===== src/rtl/ddr3_avl_arbiter_if.sv =====
// Avalon-MM command/data bundle between the DDR3 arbiter (master) and the DDR3 controller (slave).
interface ddr3_avl_arbiter_if #(
    parameter int ADDR_W = 26,
    parameter int DATA_W = 128
);
    logic              ready;
    logic              burstbegin;
    logic [ADDR_W-1:0] addr;
    logic [2:0]        size;
    logic              read_req;
    logic              write_req;
    logic [DATA_W-1:0] wr_data;
    logic              read_data_valid;
    logic [DATA_W-1:0] read_data;

    modport master (
        input  ready,
        output burstbegin,
        output addr,
        output size,
        output read_req,
        output write_req,
        output wr_data,
        input  read_data_valid,
        input  read_data
    );

    modport slave (
        output ready,
        input  burstbegin,
        input  addr,
        input  size,
        input  read_req,
        input  write_req,
        input  wr_data,
        output read_data_valid,
        output read_data
    );
endinterface


===== src/rtl/ddr3_avl_arbiter.sv =====
// Two-port DDR3 Avalon arbiter: port 0 (VGA reads, high priority) and port 1 (CSR read/write).
// Optional macro DDR3_ARB_FAIRNESS_EN forces a port-1 grant after MAX_WAIT back-to-back port-0 grants.
module ddr3_avl_arbiter #(
    parameter int ADDR_W             = 26,
    parameter int DATA_W             = 128,
    parameter int MAX_RD_OUTSTANDING = 8,
    parameter int MAX_WAIT           = 4
) (
    input  logic              clk,
    input  logic              reset,

    input  logic              p0_read_req,
    input  logic [ADDR_W-1:0] p0_addr,
    input  logic [2:0]        p0_size,
    output logic              p0_ack,
    output logic              p0_rdata_valid,

    input  logic              p1_read_req,
    input  logic              p1_write_req,
    input  logic [ADDR_W-1:0] p1_addr,
    input  logic [2:0]        p1_size,
    input  logic [DATA_W-1:0] p1_wdata,
    output logic              p1_wr_beat_ack,
    output logic              p1_ack,
    output logic              p1_rdata_valid,

    output logic [DATA_W-1:0] rdata,
    output logic              err_unexpected_rdata,

    ddr3_avl_arbiter_if.master avl
);

    localparam logic [1:0] IDLE     = 2'd0;
    localparam logic [1:0] RD_CMD   = 2'd1;
    localparam logic [1:0] WR_BURST = 2'd2;

    localparam int PTR_W = $clog2(MAX_RD_OUTSTANDING) + 1;
    localparam int IDX_W = PTR_W - 1;

    if (MAX_RD_OUTSTANDING < 2 || (MAX_RD_OUTSTANDING & (MAX_RD_OUTSTANDING - 1)) != 0
        || MAX_WAIT < 1) begin : g_param_check
        $error("ddr3_avl_arbiter: MAX_RD_OUTSTANDING must be a power of 2 >= 2 and MAX_WAIT >= 1");
    end

    // A zero-length request still moves one beat.
    function automatic logic [2:0] eff_size(input logic [2:0] s);
        return (s == 3'd0) ? 3'd1 : s;
    endfunction

    logic [1:0]        state;
    logic [ADDR_W-1:0] cmd_addr;
    logic [2:0]        cmd_size;
    logic              cmd_port;
    logic [2:0]        beats_left;
    logic              first_beat;

    logic [3:0]        tag_mem [MAX_RD_OUTSTANDING];
    logic [PTR_W-1:0]  wr_ptr;
    logic [PTR_W-1:0]  rd_ptr;
    logic [2:0]        head_seen;
    logic              fifo_empty;
    logic              fifo_full;
    logic              head_port;
    logic [2:0]        head_size;

    logic              p0_ok;
    logic              p1_rd_ok;
    logic              p1_wr_ok;
    logic              p1_ok;
    logic              force_p1;
    logic              grant_p0;
    logic              grant_p1_rd;
    logic              grant_p1_wr;

    logic              rd_accept;
    logic              wr_accept;
    logic              wr_last;
    logic              push;
    logic              pop;
    logic              beat_ok;

    // Full when the index bits match but the wrap bits differ.
    assign fifo_empty = (wr_ptr == rd_ptr);
    assign fifo_full  = (wr_ptr[PTR_W-1] != rd_ptr[PTR_W-1])
                     && (wr_ptr[IDX_W-1:0] == rd_ptr[IDX_W-1:0]);
    assign head_port  = tag_mem[rd_ptr[IDX_W-1:0]][3];
    assign head_size  = tag_mem[rd_ptr[IDX_W-1:0]][2:0];

    // A port-1 read that is blocked on a full FIFO keeps the write behind it waiting too.
    assign p0_ok    = p0_read_req && !fifo_full;
    assign p1_rd_ok = p1_read_req && !fifo_full;
    assign p1_wr_ok = p1_write_req && !p1_read_req;
    assign p1_ok    = p1_rd_ok || p1_wr_ok;

`ifdef DDR3_ARB_FAIRNESS_EN
    localparam int WAIT_W = $clog2(MAX_WAIT + 1);

    logic [WAIT_W-1:0] wait_cnt;
    logic              p1_req;

    assign p1_req   = p1_read_req || p1_write_req;
    assign force_p1 = (wait_cnt == WAIT_W'(MAX_WAIT)) && p1_ok;

    always_ff @(posedge clk) begin
        if (reset) begin
            wait_cnt <= '0;
        end else if (!p1_req || grant_p1_rd || grant_p1_wr) begin
            wait_cnt <= '0;
        end else if (grant_p0 && wait_cnt != WAIT_W'(MAX_WAIT)) begin
            wait_cnt <= wait_cnt + 1'b1;
        end
    end
`else
    assign force_p1 = 1'b0;
`endif

    always_comb begin
        grant_p0    = 1'b0;
        grant_p1_rd = 1'b0;
        grant_p1_wr = 1'b0;
        if (state == IDLE) begin
            if (p0_ok && !force_p1) begin
                grant_p0 = 1'b1;
            end else if (p1_rd_ok) begin
                grant_p1_rd = 1'b1;
            end else if (p1_wr_ok) begin
                grant_p1_wr = 1'b1;
            end
        end
    end

    assign rd_accept      = (state == RD_CMD) && avl.ready;
    assign wr_accept      = (state == WR_BURST) && avl.ready;
    assign wr_last        = wr_accept && (beats_left == 3'd1);

    assign p0_ack         = rd_accept && !cmd_port;
    assign p1_ack         = (rd_accept && cmd_port) || wr_last;
    assign p1_wr_beat_ack = wr_accept;

    assign avl.read_req   = (state == RD_CMD);
    assign avl.write_req  = (state == WR_BURST);
    assign avl.burstbegin = (state == RD_CMD) || ((state == WR_BURST) && first_beat);
    assign avl.addr       = cmd_addr;
    assign avl.size       = cmd_size;
    assign avl.wr_data    = (state == WR_BURST) ? p1_wdata : '0;

    // Command sequencer: IDLE arbitrates, RD_CMD/WR_BURST hold until the controller takes it.
    always_ff @(posedge clk) begin
        if (reset) begin
            state      <= IDLE;
            cmd_addr   <= '0;
            cmd_size   <= '0;
            cmd_port   <= 1'b0;
            beats_left <= '0;
            first_beat <= 1'b0;
        end else begin
            case (state)
                IDLE: begin
                    if (grant_p0) begin
                        cmd_addr <= p0_addr;
                        cmd_size <= eff_size(p0_size);
                        cmd_port <= 1'b0;
                        state    <= RD_CMD;
                    end else if (grant_p1_rd) begin
                        cmd_addr <= p1_addr;
                        cmd_size <= eff_size(p1_size);
                        cmd_port <= 1'b1;
                        state    <= RD_CMD;
                    end else if (grant_p1_wr) begin
                        cmd_addr   <= p1_addr;
                        cmd_size   <= eff_size(p1_size);
                        cmd_port   <= 1'b1;
                        beats_left <= eff_size(p1_size);
                        first_beat <= 1'b1;
                        state      <= WR_BURST;
                    end
                end
                RD_CMD: begin
                    if (avl.ready) begin
                        state <= IDLE;
                    end
                end
                WR_BURST: begin
                    if (avl.ready) begin
                        first_beat <= 1'b0;
                        beats_left <= beats_left - 3'd1;
                        if (beats_left == 3'd1) begin
                            state <= IDLE;
                        end
                    end
                end
                default: state <= IDLE;
            endcase
        end
    end

    // Read return: beats go to the head tag; the tag retires on its last beat.
    assign push           = rd_accept;
    assign beat_ok        = avl.read_data_valid && !fifo_empty;
    assign pop            = beat_ok && (3'(head_seen + 3'd1) == head_size);
    assign p0_rdata_valid = beat_ok && !head_port;
    assign p1_rdata_valid = beat_ok && head_port;
    assign rdata          = avl.read_data;

    always_ff @(posedge clk) begin
        if (push) begin
            tag_mem[wr_ptr[IDX_W-1:0]] <= {cmd_port, cmd_size};
        end
    end

    always_ff @(posedge clk) begin
        if (reset) begin
            wr_ptr               <= '0;
            rd_ptr               <= '0;
            head_seen            <= '0;
            err_unexpected_rdata <= 1'b0;
        end else begin
            if (push) begin
                wr_ptr <= wr_ptr + 1'b1;
            end
            if (pop) begin
                rd_ptr    <= rd_ptr + 1'b1;
                head_seen <= '0;
            end else if (beat_ok) begin
                head_seen <= head_seen + 3'd1;
            end
            if (avl.read_data_valid && fifo_empty) begin
                err_unexpected_rdata <= 1'b1;
            end
        end
    end

endmodule

===== src/flat_wrapper.sv =====
// flat-port wrapper written by rule: the top's interface ports become plain ports
module ddr3_avl_arbiter_flat 
#(
    parameter int ADDR_W             = 26,
    parameter int DATA_W             = 128,
    parameter int MAX_RD_OUTSTANDING = 8,
    parameter int MAX_WAIT           = 4
)
  (clk, reset, p0_read_req, p0_addr, p0_size, p0_ack, p0_rdata_valid, p1_read_req, p1_write_req, p1_addr, p1_size, p1_wdata, p1_wr_beat_ack, p1_ack, p1_rdata_valid, rdata, err_unexpected_rdata, avl_ready, avl_burstbegin, avl_addr, avl_size, avl_read_req, avl_write_req, avl_wr_data, avl_read_data_valid, avl_read_data);
  ddr3_avl_arbiter_if #(.ADDR_W(ADDR_W), .DATA_W(DATA_W)) avl_i ();
  input  logic clk;
  input  logic reset;
  input  logic p0_read_req;
  input  logic [ADDR_W-1:0] p0_addr;
  input  logic [2:0] p0_size;
  output logic p0_ack;
  output logic p0_rdata_valid;
  input  logic p1_read_req;
  input  logic p1_write_req;
  input  logic [ADDR_W-1:0] p1_addr;
  input  logic [2:0] p1_size;
  input  logic [DATA_W-1:0] p1_wdata;
  output logic p1_wr_beat_ack;
  output logic p1_ack;
  output logic p1_rdata_valid;
  output logic [DATA_W-1:0] rdata;
  output logic err_unexpected_rdata;
  input wire logic [$bits(avl_i.ready)-1:0] avl_ready;
  output wire logic [$bits(avl_i.burstbegin)-1:0] avl_burstbegin;
  output wire logic [$bits(avl_i.addr)-1:0] avl_addr;
  output wire logic [$bits(avl_i.size)-1:0] avl_size;
  output wire logic [$bits(avl_i.read_req)-1:0] avl_read_req;
  output wire logic [$bits(avl_i.write_req)-1:0] avl_write_req;
  output wire logic [$bits(avl_i.wr_data)-1:0] avl_wr_data;
  input wire logic [$bits(avl_i.read_data_valid)-1:0] avl_read_data_valid;
  input wire logic [$bits(avl_i.read_data)-1:0] avl_read_data;
  assign avl_i.ready = avl_ready;
  assign avl_burstbegin = avl_i.burstbegin;
  assign avl_addr = avl_i.addr;
  assign avl_size = avl_i.size;
  assign avl_read_req = avl_i.read_req;
  assign avl_write_req = avl_i.write_req;
  assign avl_wr_data = avl_i.wr_data;
  assign avl_i.read_data_valid = avl_read_data_valid;
  assign avl_i.read_data = avl_read_data;
  ddr3_avl_arbiter #(.ADDR_W(ADDR_W), .DATA_W(DATA_W), .MAX_RD_OUTSTANDING(MAX_RD_OUTSTANDING), .MAX_WAIT(MAX_WAIT)) u_core (.clk(clk), .reset(reset), .p0_read_req(p0_read_req), .p0_addr(p0_addr), .p0_size(p0_size), .p0_ack(p0_ack), .p0_rdata_valid(p0_rdata_valid), .p1_read_req(p1_read_req), .p1_write_req(p1_write_req), .p1_addr(p1_addr), .p1_size(p1_size), .p1_wdata(p1_wdata), .p1_wr_beat_ack(p1_wr_beat_ack), .p1_ack(p1_ack), .p1_rdata_valid(p1_rdata_valid), .rdata(rdata), .err_unexpected_rdata(err_unexpected_rdata), .avl(avl_i));
endmodule

===== config.mk =====
export PLATFORM = sky130hd
export DESIGN_NAME = ddr3_avl_arbiter_flat
export DESIGN_NICKNAME = d
export VERILOG_FILES = /design/src/rtl/ddr3_avl_arbiter_if.sv /design/src/rtl/ddr3_avl_arbiter.sv /design/src/flat_wrapper.sv
export SDC_FILE = /design/constraint.sdc
export NUM_CORES = 1
export LEC_CHECK = 0
export ABC_AREA = 1
export BUFFER_PORTS_ARGS = -buffer_cell sky130_fd_sc_hd__buf_2
export CAP_MARGIN = 20
export CORE_AREA = 2 2 236 238
export CTS_BUF_LIST = sky130_fd_sc_hd__clkbuf_4 sky130_fd_sc_hd__clkbuf_8
export CTS_CLUSTER_SIZE = 40
export DETAILED_ROUTE_END_ITERATION = 10
export DIE_AREA = 0 0 238 240
export GPL_TIMING_DRIVEN = 0
export PLACE_DENSITY = 0.36
export REMOVE_ABC_BUFFERS = 1
export SETUP_SLACK_MARGIN = 0.02
export SYNTH_ARGS = -nofsm -noshare
export SYNTH_HDL_FRONTEND = slang
export SYNTH_SLANG_ARGS = --single-unit

===== constraint.sdc =====
create_clock -name clk -period 2.1 [get_ports clk]
set_clock_uncertainty 0.15 [all_clocks]
set_input_delay 0.315 -clock clk [delete_from_list [all_inputs] [get_ports clk]]
set_output_delay 0.315 -clock clk [all_outputs]
set_load 0.05 [all_outputs]

==> flow_metrics.tcl, run 1 <==
set metrics [dict create \
    synthMuxAreaShare_pct 0.163 \
    slew_violations 0 \
    std_cell_rows 86 \
    path_depth 6 \
    synth_top_area_share_pct 16.6 \
    leakage_nw 5.11 \
    finalSetupTns_ps -3090 \
    cpMaxStageDelayCell "dfxtp_4" \
    pre_cts_ws_ps -695 \
    worstRegToRegCells 9 \
    grt_use_total_pct 23.1 \
    drtIter0Drc 389 \
    period_needed_ps 2180 \
    hold_path_class "input pin to register" \
    routed_wl_um 67900 \
    setup_viol 89 \
    h-tree-depth 3 \
    arrival_ps 1710 \
    synth.most_common_cell "nor2_1" \
    status "finished, violations left" \
    ios 615 \
    cts_max_path_buffers 2 \
    viasPerCell 3.65 \
    dpl.hpwl_um 57900 \
    synth_top_family_by_area "simple AND/OR/NAND/NOR gates" \
    start_util_pct 11.3 \
    wl_per_cell_um 35.5 \
    ir_drop_uv 295 \
    antenna_found_initial 35 \
    ys_seq_area_share_pct 32.2 \
    grt_pass1_vias 6637 \
    die_h_um 240 \
    violations "negative setup slack" \
    synth_largest_area_cell "dfxtp_1" \
    powerDensity_mw_per_mm2 476 \
    fin_util_pct 19.2 \
    cts_tree "yes" \
    setup_ws_ps -79.2 \
    nNetsFinal 1520 \
    critical_path_class "register to output pin" \
    chipWidth_um 238 \
    endpoint_kind "output pin" \
    die_area_sq_mm 0.0571 \
    place_inst 1839 \
    ys_seq_elements 83 \
    grt_setup_unrepaired "yes" \
    final_cells 1916 \
    synthXorXnorAreaFrac_pct 0.997 \
    drive_gt1_share_pct 51.5 \
    path_clk_slew_ps 90 \
    syn2layout_area_growth_pct 70.6 \
    netlist_area_sq_mm 0.00615 \
    synth_area_leaders "dfxtp_1 17%, buf_4 16%, edfxtp_1 16%" \
    insertion_delay_ps 390 \
    finalHoldViolCount 0 \
    worstHoldStart "avl_read_data_valid" \
    vias 6995 \
    drc 0 \
    synthDistinctLibCells 30 \
    root_buffer "clkbuf_8" \
    crit_family "flip-flops" \
    yosys_warnings 0 \
    syn_area_per_cell_sq_um 6.54 \
    grt_max_degree 40 \
    timing.critical_path.slowest_cell_delay_ps 390 \
    num-fill-cells 6232 \
    clock_sinks 83 \
    first_pass_iters 4 \
    maxSlewHeadroom_pct 42.8 \
    yosys.area_share.simple_pct 31.6 \
    crit_fanout 5 \
    postRouteAntennaNets 0 \
    fmaxAchievable_ghz 0.459 \
    cap_violations 0 \
    r2r-start "u_core.state[1]" \
    grt_pass1_wl_um 81500 \
    synth_compound_area_share_pct 3.66 \
    async_flop_share_pct 0 \
    synth_ff_type "dfxtp_1" \
    seq_area_sq_mm 0.00200 \
    grt_overflow 0 \
    synthAdderAreaFrac_pct 1.02 \
    cp.required_ps 1630 \
    syn_inst 940 \
    start_kind "register" \
    fin_crit_sh_pct 104 \
    gp_congestion 1.15 \
    multiInputGateArea_sq_mm 0.00320 \
    synthTopCellsByCount "201 x nor2_1, 177 x nand2_1, 173 x inv_1, 129 x buf_4, 51 x dfxtp_1" \
    tightest_slew_ps 857 \
    path_buf_inv 2 \
    cts_inserted_buffers 9 \
    io_buffers 358 \
    path_cells "buf_6 > o21ai_2 > o22ai_2 > mux2i_2 > and2_4 > buf_8" \
    holdPathStages 3 \
    synth_edf_count 32 \
    fp.coreArea_sq_mm 0.0547 \
]
## placed cells by master, fill, tap and decap left out, types with 5 or more instances in the layout
cell      instances
buf_2           223
nand2_1         176
inv_1           167
buf_6           101
nor2_4           79
nor2_1           71
nor2_2           67
dfxtp_1          41
buf_8            34
edfxtp_1         32
buf_4            30
nand3b_1         29
nand3_1          26
a21oi_1          19
diode_2          13
buf_16           10
clkbuf_8          9
dfxtp_2           7
o21ai_0           6
o21ai_1           5
ha_1              5
## worst paths after layout
kind	end	slack [ps]
max	p0_rdata_valid	-80
min	u_core.err_unexpected_rdata	50
max reg2reg	u_core.tag_mem[7][0]	140
min reg2reg	u_core.err_unexpected_rdata	310
## metal layers
metal	vias up	track usage [%]	part of all wire, %
met1	3016	16.9	26
met2	684	33.5	41
met3	69	33.0	30
li1	3184	-	-
met4	42	3.22	1.4
met5	-	13.4	1.8
## logic make-up after synthesis
| group | count (synthesis) |
|---|---|
| AO/OA/AOI/OAI | 42 |
| buffers and inverters | 345 |
| XOR/XNOR | 7 |
| multiplexers | 1 |
| adder cells (fa/ha/maj) | 5 |
| flip-flops | 83 |
| AND/OR/NAND/NOR | 457 |
## where the power goes
part,total (mW),switching [mW],internal [mW]
registers,1.87,0.0858,1.78
logic,1.99,1.33,0.662
clock network,1.13,0.671,0.462
## through the flow
| stage | hold WS (ps) | instance area, sq um | total power [mW] |
|---|---|---|---|
| floorplan | 234 | 4960 | 2.86 |
| global placement | 289 | 7630 | 3.48 |
| detailed placement | 309 | 7730 | 3.51 |
| CTS | 22.9 | 9710 | 4.96 |
| global route | 26.9 | 10500 | 5.27 |
| finish | 45.6 | 10500 | 4.99 |
## flip-flops by register name, indices dropped and copies added, names as in the netlist, named ones only
register	count
u_core.beats_left	3
u_core.cmd_port	1
u_core.wr_ptr	4
u_core.rd_ptr	4
u_core.err_unexpected_rdata	1
u_core.first_beat	1
u_core.avl.size	3
u_core.state	2
u_core.avl.addr	26
u_core.head_seen	3
u_core.tag_mem	32
## cell type report
cell class | count | area share (%)
inverters | 179 | 6.83
clock buffers | 11 | 1.32
multi-input cells | 513 | 30.5
diodes | 13 | 0.310
flip-flops and latches | 83 | 19.1
repair buffers | 405 | 32.6
clock inverters | 5 | 0.358
repair inverters | 3 | 0.537
well taps | 704 | 8.39
## repair_timing
item,in CTS,in global routing
buffers inserted,20,14
cloned,11,4
endpoints found under the setup margin,177,187
hold buffers,0,0
resized for setup,467,137
pin swaps,10,18
## worst reg2reg max path, delay by kind of cell, from the launching register on
kind          cells  cell delay, ps
buf+inv           5             490
flops             1             340
simple gates      4             700
(Power assumes the default switching activity.)
==> run 2, diff against run 1 <==
Settings changed: CAP_MARGIN 20 to 0, SKIP_CTS_REPAIR_TIMING set to 1.
==> run 2 against run 1 <==
- the run still ends with negative setup slack left
- critical path depth did not move
- combinational power barely moved
- power fell by 0.29%
- critical path type unchanged
- sequential share of layout area rose by 0.48 points
- routed wire length rose by 0.47%
- sequential cell count did not move
- sequential power barely moved
- via count rose by 1.5%
- final cell count rose by 0.31%
- clock power barely moved
==> flow_metrics.tcl, run 2 (synthesis results as in run 1) <==
set metrics [dict create \
    status "finished, violations left" \
    violations "negative setup slack" \
    maxSlewHeadroom_pct 39.5 \
    ir_drop_uv 292 \
    tightest_slew_ps 907 \
    hold_path_class "input pin to register" \
    arrival_ps 1860 \
    die_area_sq_mm 0.0571 \
    power.share.combinational_pct 39.4 \
    cts_inserted_buffers 9 \
    cts_max_path_buffers 2 \
    finalSetupTns_ps -5870 \
    layout_commonest_cell "buf_2" \
    postRouteAntennaNets 0 \
    pwr-share-seq_pct 37.5 \
    timing.critical_path.slowest_cell_delay_ps 390 \
    holdPathStages 3 \
    drtIter0Drc 308 \
    p_switching_mw 2.09 \
    ios 615 \
    layout_common_cells "224 x buf_2, 174 x nand2_1, 167 x inv_1" \
    cap_violations 0 \
    clock_sinks 83 \
    gp_congestion 1.15 \
    drc 0 \
    fmaxAchievable_ghz 0.429 \
    nNetsFinal 1524 \
    std_cell_rows 86 \
    viasPerCell 3.69 \
    cpMaxStageDelayCell "dfxtp_4" \
    fin_util_pct 18.8 \
    start_kind "register" \
    io_buffers 358 \
    h-tree-depth 3 \
    clockPowerShare_pct 23.1 \
    cp.required_ps 1630 \
    setup_viol 110 \
    place_inst 1838 \
    grt_overflow 0 \
    grt_setup_unrepaired "yes" \
    grt_pass1_vias 6187 \
    grt_use_total_pct 21.6 \
    slew_violations 0 \
    final_cells 1922 \
    endpoint_kind "output pin" \
    insertion_delay_ps 390 \
    grt_pass1_wl_um 76200 \
    routed_wl_um 68200 \
    vias 7098 \
    fp.coreArea_sq_mm 0.0547 \
    wl_per_cell_um 35.5 \
    start_util_pct 11.3 \
    period_needed_ps 2330 \
    setup_ws_ps -229 \
    num-fill-cells 6279 \
    dpl.hpwl_um 57800 \
    worstRegToRegCells 11 \
    drive_gt1_share_pct 51.0 \
    swShare_pct 42.0 \
    syn2layout_area_growth_pct 66.9 \
    critical_path_class "register to output pin" \
    fin_crit_sh_pct 111 \
    p_int_mw 2.89 \
    path_cells "inv_2 > nor2_4 > buf_12 > inv_12 > nor2_1 > clkbuf_4" \
    antenna_found_initial 38 \
    largest_reg_flops 32 \
    path_clk_slew_ps 90 \
    chipWidth_um 238 \
    crit_fanout 14 \
    die_h_um 240 \
    leakage_nw 5.07 \
    root_buffer "clkbuf_8" \
    grt_max_degree 98 \
    first_pass_iters 5 \
    powerDensity_mw_per_mm2 485 \
    finalHoldViolCount 0 \
    cts_tree "yes" \
]
run 2: cell count changes in the layout (fill, tap and decap cells not counted), moves of 4 or more:
cell	previous run	this run
buf_12	3	11
buf_16	10	2
buf_4	30	34
buf_6	101	108
buf_8	34	24
nand3_2	0	4
nor2_1	71	85
nor2_2	67	73
nor2_4	79	59
run 2: path summary, 6_finish.rpt:
check                           endpoint  slack [ps]                        start
max reg2reg           u_core.avl.size[0]         120             u_core.wr_ptr[1]
max                      avl_wr_data[42]        -230              u_core.state[1]
min          u_core.err_unexpected_rdata          40          avl_read_data_valid
min reg2reg  u_core.err_unexpected_rdata         310  u_core.err_unexpected_rdata
run 2: layer usage:
metal,track usage [%],vias up,share of wire [%]
li1,-,3184,-
met1,14.4,3091,26
met2,31.6,711,41
met3,34.4,72,31
met4,2.08,40,1.1
met5,4.94,-,0.87
run 2: cell type report:
class	count	area, sq um	share of cell area (%)
Sequential cell	83	2010	19.6
Clock buffer	11	139	1.35
Antenna cell	15	37.5	0.366
Timing Repair inverter	2	22.5	0.219
Clock inverter	5	37.5	0.366
Multi-Input combinational cell	514	3080	30.0
Inverter	179	716	6.97
Tap cell	704	881	8.58
Timing Repair Buffer	409	3340	32.6
run 2: power groups by stage:
stage / Combinational (mW) / Clock, mW / Sequential [mW]
floorplan: 0.723 / 0 / 2.14
global placement: 1.58 / 0 / 1.90
detailed placement: 1.60 / 0 / 1.90
CTS: 1.61 / 1.21 / 1.87
global route: 2.10 / 1.26 / 1.88
finish: 1.96 / 1.15 / 1.87
run 2: metrics by stage:
| step | instance area [sq um] | worst slack, ps | hold WS, ps | total power [mW] |
|---|---|---|---|---|
| floorplan | 4960 | -1980 | 234 | 2.86 |
| global placement | 7630 | -1720 | 289 | 3.48 |
| detailed placement | 7700 | -1040 | 308 | 3.50 |
| CTS | 7880 | -1090 | 7.18 | 4.68 |
| global route | 10200 | -259 | 12.3 | 5.24 |
| finish | 10300 | -229 | 42.4 | 4.98 |
run 2: critical path, delay by kind of cell (launching register included):
kind | cells | cell delay [ps]
buf+inv | 4 | 590
flops | 1 | 390
simple gates | 2 | 470
==> run 3, diff against run 2 <==
Settings changed: CORE_AREA 2 2 236 238 to 3 3 237 239, DIE_AREA 0 0 238 240 to 0 0 240 242, TNS_END_PERCENT set to 30.
==> run 3 against run 2 <==
- the run still ends with negative setup slack left
- register-to-register slack worse by 170 ps
- sequential share of layout area grew 1.6 points
- die area is 1.7% higher
- critical path depth unchanged
- design area shrank 7.9%
- combinational power is 8% lower
- highest routed layer unchanged
- clock power increased by 23%
- utilization decreased by 1.3 points
- hold slack got worse by 27 ps
==> flow_metrics.tcl, run 3 (synthesis results as in run 1) <==
set metrics [dict create \
    status "finished, violations left" \
    violations "negative setup slack" \
    fmaxAchievable_ghz 0.430 \
    fin_crit_sh_pct 111 \
    start_util_pct 11.4 \
    dpl.hpwl_um 57300 \
    grt_setup_unrepaired "yes" \
    syn2layout_area_growth_pct 53.7 \
    grt_pass1_vias 6203 \
    die_h_um 242 \
    met2_length_um 27000 \
    grt_use_total_pct 20.8 \
    cp.required_ps 1630 \
    chipWidth_um 240 \
    cap_violations 0 \
    design_area_sq_mm 0.00946 \
    layout_commonest_cell "buf_2" \
    layout_common_cells "234 x buf_2, 176 x nand2_1, 168 x inv_1" \
    ir_drop_uv 221 \
    seq_area_sq_mm 0.00200 \
    nNetsFinal 1506 \
    reg2reg_slack_ps -50 \
    hold_path_class "input pin to register" \
    drtIter0Drc 323 \
    ios 615 \
    root_buffer "clkbuf_8" \
    worstHoldStart "avl_read_data_valid" \
    hold_ws_ps 15.7 \
    endpoint_kind "output pin" \
    cts_inserted_buffers 9 \
    drc 0 \
    place_inst 1830 \
    first_pass_iters 4 \
    num-fill-cells 6271 \
    holdPathStages 3 \
    powerDensity_mw_per_mm2 538 \
    gp_congestion 1.10 \
    routed_wl_um 66100 \
    wl_met1_um 16900 \
    finalHoldViolCount 0 \
    h-tree-depth 3 \
    cts_tree "yes" \
    setup_viol 136 \
    tightest_slew_ps 849 \
    die_area_sq_mm 0.0581 \
    clock_sinks 83 \
    vias 6854 \
    fin_util_pct 17.5 \
    r2r-end "u_core.avl.addr[22]" \
    drive_gt1_share_pct 44.9 \
    path_clk_slew_ps 120 \
    cts_max_path_buffers 2 \
    period_needed_ps 2330 \
    wl_met3_um 20800 \
    grt_overflow 0 \
    grt_max_degree 85 \
    postRouteAntennaNets 0 \
    std_cell_rows 85 \
    setup_ws_ps -226 \
    worstRegToRegCells 9 \
    antenna_found_initial 29 \
    critical_path_class "register to output pin" \
    insertion_delay_ps 410 \
    viasPerCell 3.62 \
    maxSlewHeadroom_pct 43.3 \
    slew_violations 0 \
    power_mw 5.09 \
    r2r-start "u_core.wr_ptr[2]" \
    grt_pass1_wl_um 76100 \
    start_kind "register" \
    whs_endpoint "u_core.err_unexpected_rdata" \
    fp.coreArea_sq_mm 0.0540 \
    leakage_nw 4.89 \
    io_buffers 358 \
    largest_reg_flops 32 \
    top_layer_used "met5" \
    final_cells 1891 \
    dpl_cell_area_sq_mm 0.00769 \
    wl_per_cell_um 35.0 \
    crit_fanout 21 \
    multiInputGateArea_sq_mm 0.00271 \
    arrival_ps 1860 \
]
run 3: cell types whose count changed in the layout (fill, tap and decap cells not counted), moves of 10 or more:
cell    delta
buf_2     +10
buf_6     -16
buf_8     -14
nor2_1    +51
nor2_2    -20
nor2_4    -31
run 3: how the worst max path moves through the flow:
stage	from	end	cells past startpoint
2_1_floorplan	u_core.state[1]	p1_ack	6
5_1_grt	u_core.state[1]	avl_wr_data[29]	6
3_3_place_gp	u_core.state[1]	avl_burstbegin	5
3_5_place_dp	u_core.wr_ptr[2]	u_core.avl.addr[0]	8
6_report	u_core.state[1]	avl_wr_data[14]	6
4_1_cts	u_core.wr_ptr[2]	u_core.avl.addr[0]	8
run 3: layer usage:
metal | vias up | track usage [%]
met5 | - | 5.22
met4 | 34 | 2.62
met3 | 76 | 32.9
met2 | 695 | 30.0
met1 | 2910 | 14.3
li1 | 3139 | -
run 3: metrics by stage:
stage	TNS (ps)	setup slack, ps
3_5_place_dp	-55150	-1250
2_1_floorplan	-123590	-1980
3_3_place_gp	-179090	-1630
5_1_grt	-39880	-322
6_report	-20250	-226
4_1_cts	-121390	-1310
run 3: cell type report:
type                       count  share of cell area (%)
multi-input combinational    513                    28.6
sequential                    83                    21.2
timing repair buffer         390                    30.5
clock inverter                 7                    1.14
tap                          696                    9.21
timing repair inverter         4                   0.370
antenna                       10                   0.265
inverter                     179                    7.44
clock buffer                   9                    1.31
run 3: critical path: stages, from the launching register on:
cell and delay, ps:
dfxtp_2 380, inv_2 50, nor2_4 250, clkinv_8 140, clkbuf_16 250, nor2_4 170
buf_8 170
run 3: report_power, final:
group | switching (mW) | leakage, nW | total (mW) | internal [mW]
registers | 0.0877 | 0.719 | 1.87 | 1.78
logic | 1.23 | 4.05 | 1.80 | 0.574
clock network | 0.725 | 0.114 | 1.42 | 0.693
total | 2.04 | 4.89 | 5.09 | 3.05
